## config.mk

```make
export PLATFORM = sky130hd
export DESIGN_NAME = keypad_conditioner
export DESIGN_NICKNAME = d
export VERILOG_FILES = /design/src/rtl/keypad_conditioner.sv
export SDC_FILE = /design/constraint.sdc
export NUM_CORES = 1
export LEC_CHECK = 0
export ABC_AREA = 1
export BUFFER_PORTS_ARGS = -buffer_cell sky130_fd_sc_hd__buf_4
export CORE_ASPECT_RATIO = 0.5
export CORE_UTILIZATION = 35
export DETAILED_ROUTE_END_ITERATION = 6
export PLACE_DENSITY_LB_ADDON = 0.3
export SLEW_MARGIN = 20
export SYNTH_ARGS = -nofsm -noshare
export SYNTH_HDL_FRONTEND = slang
export SYNTH_SLANG_ARGS = --single-unit
```

## constraint.sdc

```tcl
create_clock -name clk -period 2.5 [get_ports clk]
set_input_delay 0 -clock clk [delete_from_list [all_inputs] [get_ports clk]]
set_output_delay 0 -clock clk [all_outputs]
set_load 0.01 [all_outputs]
```

## src/rtl/keypad_conditioner.sv

```systemverilog
// Button front end: synchronise, debounce, detect presses and arbitrate them into
// one-hot, single-cycle pulses for the door FSM.
module keypad_conditioner #(
    parameter int NUM_BTN         = 4,
    parameter int SYNC_STAGES     = 2,
    parameter int DEBOUNCE_CYCLES = 8
) (
    input  logic               clk,
    input  logic               reset_n,
    input  logic [NUM_BTN-1:0] btn_raw,
    output logic [NUM_BTN-1:0] btn_pulse,
    output logic [NUM_BTN-1:0] btn_held,
    output logic               multi_press,
    output logic               activity
);

    localparam int            CW     = $clog2(DEBOUNCE_CYCLES) + 1;
    localparam logic [CW-1:0] CNT_TC = CW'(DEBOUNCE_CYCLES - 1);

    logic [NUM_BTN-1:0] sync_q [SYNC_STAGES];
    logic [NUM_BTN-1:0] sync_s;

    logic [CW-1:0]      cnt_q  [NUM_BTN];
    logic [CW-1:0]      cnt_d  [NUM_BTN];
    logic [NUM_BTN-1:0] held_q, held_d;
    logic [NUM_BTN-1:0] rise;

    logic [NUM_BTN-1:0] pulse_q, pulse_d;
    logic               multi_q, multi_d;
    logic               act_q, act_d;

    always_ff @(posedge clk or negedge reset_n) begin
        if (!reset_n) begin
            for (int j = 0; j < SYNC_STAGES; j++) begin
                sync_q[j] <= '0;
            end
        end else begin
            sync_q[0] <= btn_raw;
            for (int j = 1; j < SYNC_STAGES; j++) begin
                sync_q[j] <= sync_q[j-1];
            end
        end
    end

    assign sync_s = sync_q[SYNC_STAGES-1];

    // Any sample equal to the held level clears the count, so a glitch restarts it.
    always_comb begin
        held_d = held_q;
        rise   = '0;
        for (int i = 0; i < NUM_BTN; i++) begin
            cnt_d[i] = '0;
            if (sync_s[i] != held_q[i]) begin
                if (cnt_q[i] == CNT_TC) begin
                    held_d[i] = sync_s[i];
                    rise[i]   = sync_s[i];
                end else begin
                    cnt_d[i] = cnt_q[i] + CW'(1);
                end
            end
        end
    end

    // A press is accepted only when it is the sole rise and nothing else is already held.
    always_comb begin
        pulse_d = '0;
        multi_d = 1'b0;
        if (rise != '0) begin
            if ($onehot(rise) && (held_q == '0)) begin
                pulse_d = rise;
            end else begin
                multi_d = 1'b1;
            end
        end
    end

    assign act_d = |held_d;

    always_ff @(posedge clk or negedge reset_n) begin
        if (!reset_n) begin
            for (int i = 0; i < NUM_BTN; i++) begin
                cnt_q[i] <= '0;
            end
            held_q  <= '0;
            pulse_q <= '0;
            multi_q <= 1'b0;
            act_q   <= 1'b0;
        end else begin
            for (int i = 0; i < NUM_BTN; i++) begin
                cnt_q[i] <= cnt_d[i];
            end
            held_q  <= held_d;
            pulse_q <= pulse_d;
            multi_q <= multi_d;
            act_q   <= act_d;
        end
    end

    assign btn_pulse   = pulse_q;
    assign btn_held    = held_q;
    assign multi_press = multi_q;
    assign activity    = act_q;

endmodule

```

==> impl_metrics.py <==
metrics = {
    "yosys": {
        "yosysWarnings": 0,
        "synth_area_leaders": "dfrtp_1 59%, nor2_1 9.3%, nand2_1 6.7%, ha_1 6.0%, inv_1 4.4%",
        "synth_seq_area_share": 0.587,
        "syn_inst": 151,
        "synth_top_cell_by_area": "dfrtp_1",
        "netlist.area_leader.share": 0.587,
        "synth_nets": 164,
        "synth.avg_cell_area_um2": 9.60,
        "netlist_area_um2": 1450,
        "synth_seq_cells": 34,
        "synth_cell_types": 19,
    },
    "setup_path": {
        "worst-r2r-cell-count": 12,
        "critical_path.cell_chain": "ha_2 -> nand2_2 -> nor2_4 -> nand2_2 -> xor2_1 -> ha_1 -> ha_1 -> ha_1 -> nand3b_1 -> nor2_2 -> inv_2 -> nor2_2",
        "crit_type": "reg2reg",
        "required_ns": 2.71,
        "cp_max_fo": 4,
        "critPathMaxStageDelay_ns": 0.36,
        "cpMostUsedCell": "ha_1",
        "r2r_slack_ns": 0.20,
        "r2r-end": "btn_pulse[3]",
        "cpMaxStageDelayCell": "dfrtp_1",
        "startpoint_type": "flop",
        "arrival_ns": 2.52,
        "worstReg2RegStart": "cnt_q[8]",
        "endpoint_kind": "flop",
    },
    "finish": {
        "fin_util": 0.460,
        "final_nets": 194,
        "final_cells": 236,
        "n_fill_cell": 368,
        "layout-drive-gt1-share": 0.214,
        "area_growth_syn_to_layout_pct": 25.1,
        "multi_input_area_um2": 556,
        "antenna_cells": 0,
        "register_area_um2": 851,
    },
    "detailed_routing": {
        "routedWlPerCell_um": 10.0,
        "num_vias": 1010,
        "routed_via_density": 4.28,
        "firstDrtPassIters": 6,
        "route.antenna.remaining_nets": 0,
        "drc": 0,
        "drt_iter0_markers": 48,
        "routed_wl_um": 2370,
    },
    "placement": {
        "placed_cells": 220,
        "numPortBuffers": 15,
        "gp_congestion": 0.711,
        "place_hpwl_um": 1690,
        "dp_slack_ns": 0.185,
    },
    "timing": {
        "fmax_ghz": 0.434,
        "finalHoldViolCount": 0,
        "finClkSkew_ns": 0.00254,
        "finalMaxSlewViolations": 0,
        "period_minus_slack_ns": 2.30,
        "worstMarginPinSlew_ns": 0.418,
        "final.period_utilization": 0.922,
        "slew_headroom": 0.721,
        "tns_ns": 0,
        "setup_ws_ns": 0.196,
        "setup_viol": 0,
    },
    "global_routing": {
        "grt_max_degree": 35,
        "grt_pass1_vias": 862,
        "antenna_found_initial": 0,
        "grtUsageTotal": 0.117,
        "grt_pass1_wl_um": 3750,
        "overflow": 0,
    },
    "outcome": {
        "status": "finished clean",
    },
    "pwr": {
        "finalPower_mw": 1.57,
        "p_per_area_nw_per_um2": 865,
        "power_leakage_nw": 0.963,
        "vdd_drop_max_uv": 255,
    },
    "clock_tree": {
        "cts_num_sinks": 34,
        "cts_buffers": 5,
        "cts_tree": "built",
        "root_buffer": "clkbuf_8",
        "cts_htree_levels": 2,
        "path_clk_slew_ns": 0.06,
        "clk_latency_ns": 0.27,
        "cts_max_path_buffers": 2,
    },
    "floorplanning": {
        "placementRows": 16,
        "die-area_um2": 4420,
        "pin_count": 16,
        "die_h_um": 47.5,
        "start_util": 0.368,
        "die_w_um": 93.0,
        "core_area_um2": 3940,
    },
    "worst_hold_path": {
        "hp-class": "in2async",
    },
    "flow_run": {
        "max-cap-violations": 0,
    },
}
==> logic make-up after synthesis <==
group | share of synthesized area
adders and majority gates | 0.0604
DFF | 0.587
xor gates and xnor gates | 0.0354
buffers and inverters | 0.0440
AOI/OAI and AO/OA | 0.0121
and+or+nand+nor | 0.261
==> critical path, delay by kind of cell, from the launching register on <==
kind / cells / cell delay [ns]
adders and majority gates: 4 / 0.94
buffers and inverters: 1 / 0.07
xor gates and xnor gates: 1 / 0.16
DFF: 1 / 0.36
and+or+nand+nor: 6 / 0.71
==> cell usage in the layout (no fill, tap or decap) <==
master / Yosys / final
and2_1: 2 / 2
buf_4: 0 / 18
clkbuf_1: 0 / 1
clkbuf_8: 0 / 6
clkinv_2: 0 / 1
dfrtp_1: 34 / 34
dlygate4sd3_1: 0 / 5
ha_1: 7 / 5
ha_2: 0 / 1
ha_4: 0 / 1
inv_1: 17 / 16
inv_2: 0 / 1
nand2_1: 26 / 26
nand2_2: 4 / 4
nand3_1: 10 / 10
nand3b_1: 1 / 1
nor2_1: 36 / 34
nor2_2: 1 / 3
nor2_4: 2 / 2
nor3_1: 2 / 2
nor3b_2: 1 / 1
o21ai_0: 1 / 1
o21ai_1: 1 / 1
o21bai_1: 1 / 1
xnor2_1: 1 / 1
xor2_1: 3 / 3
xor2_2: 1 / 1
==> how the worst max path moves through the flow <==
stage	from	endpoint	cells past startpoint
after CTS	cnt_q[8]	btn_pulse[2]	12
after global placement	cnt_q[8]	btn_pulse[2]	12
after floorplan	cnt_q[8]	btn_pulse[1]	12
after global routing	cnt_q[8]	btn_pulse[3]	12
after detailed placement	cnt_q[8]	btn_pulse[2]	12
final	cnt_q[8]	btn_pulse[3]	12
==> area by class of cell <==
| cell class | instances | share of cell area |
|---|---|---|
| clock buffers | 7 | 0.0476 |
| clock inverters | 1 | 0.00276 |
| flip-flops and latches | 34 | 0.469 |
| multi-input cells | 100 | 0.306 |
| well taps | 54 | 0.0372 |
| inverters | 17 | 0.0352 |
| repair buffers | 23 | 0.102 |
==> registers in the layout, indices dropped and copies added, names as in the netlist <==
register	flops
activity	1
btn_held	4
btn_pulse	4
cnt_q	16
multi_press	1
sync_q	4
sync_s	4
==> metrics by stage <==
step,hold slack (ns),instance area (um^2)
finish,0.212,1810
global route,0.249,1810
CTS,0.214,1770
detailed placement,-0.0264,1630
global placement,-0.0327,1630
floorplan,-0.296,1450
==> synthesized netlist by cell type <==
| library cell | n |
|---|---|
| nand3_1 | 10 |
| o21ai_1 | 1 |
| nor3b_2 | 1 |
| nor2_1 | 36 |
| nand2_2 | 4 |
| inv_1 | 17 |
| ha_1 | 7 |
| nor2_2 | 1 |
| nor3_1 | 2 |
| nand2_1 | 26 |
| o21ai_0 | 1 |
| xor2_2 | 1 |
| nand3b_1 | 1 |
| xnor2_1 | 1 |
| dfrtp_1 | 34 |
| xor2_1 | 3 |
| o21bai_1 | 1 |
| nor2_4 | 2 |
| and2_1 | 2 |
==> metal layers <==
layer,track usage,vias up,part of all wire
li1,-,526,-
met1,0.155,467,0.52
met2,0.178,15,0.44
met3,0.0492,2,0.043
met4,0.0369,0,0.0051
met5,0,-,0
==> repair_timing <==
item	in CTS	in global routing
setup endpoints to repair	0	4
buffers inserted	0	3
gates resized for setup	0	6
endpoints found under the hold margin	38	0
hold buffers	5	0
==> power breakdown <==
part | leakage [nW] | internal (mW) | switching [mW]
Sequential | 0.444 | 0.665 | 0.107
Combinational | 0.471 | 0.184 | 0.211
Clock | 0.0482 | 0.222 | 0.181
Note: power is estimated with default switching activity, not from simulation.
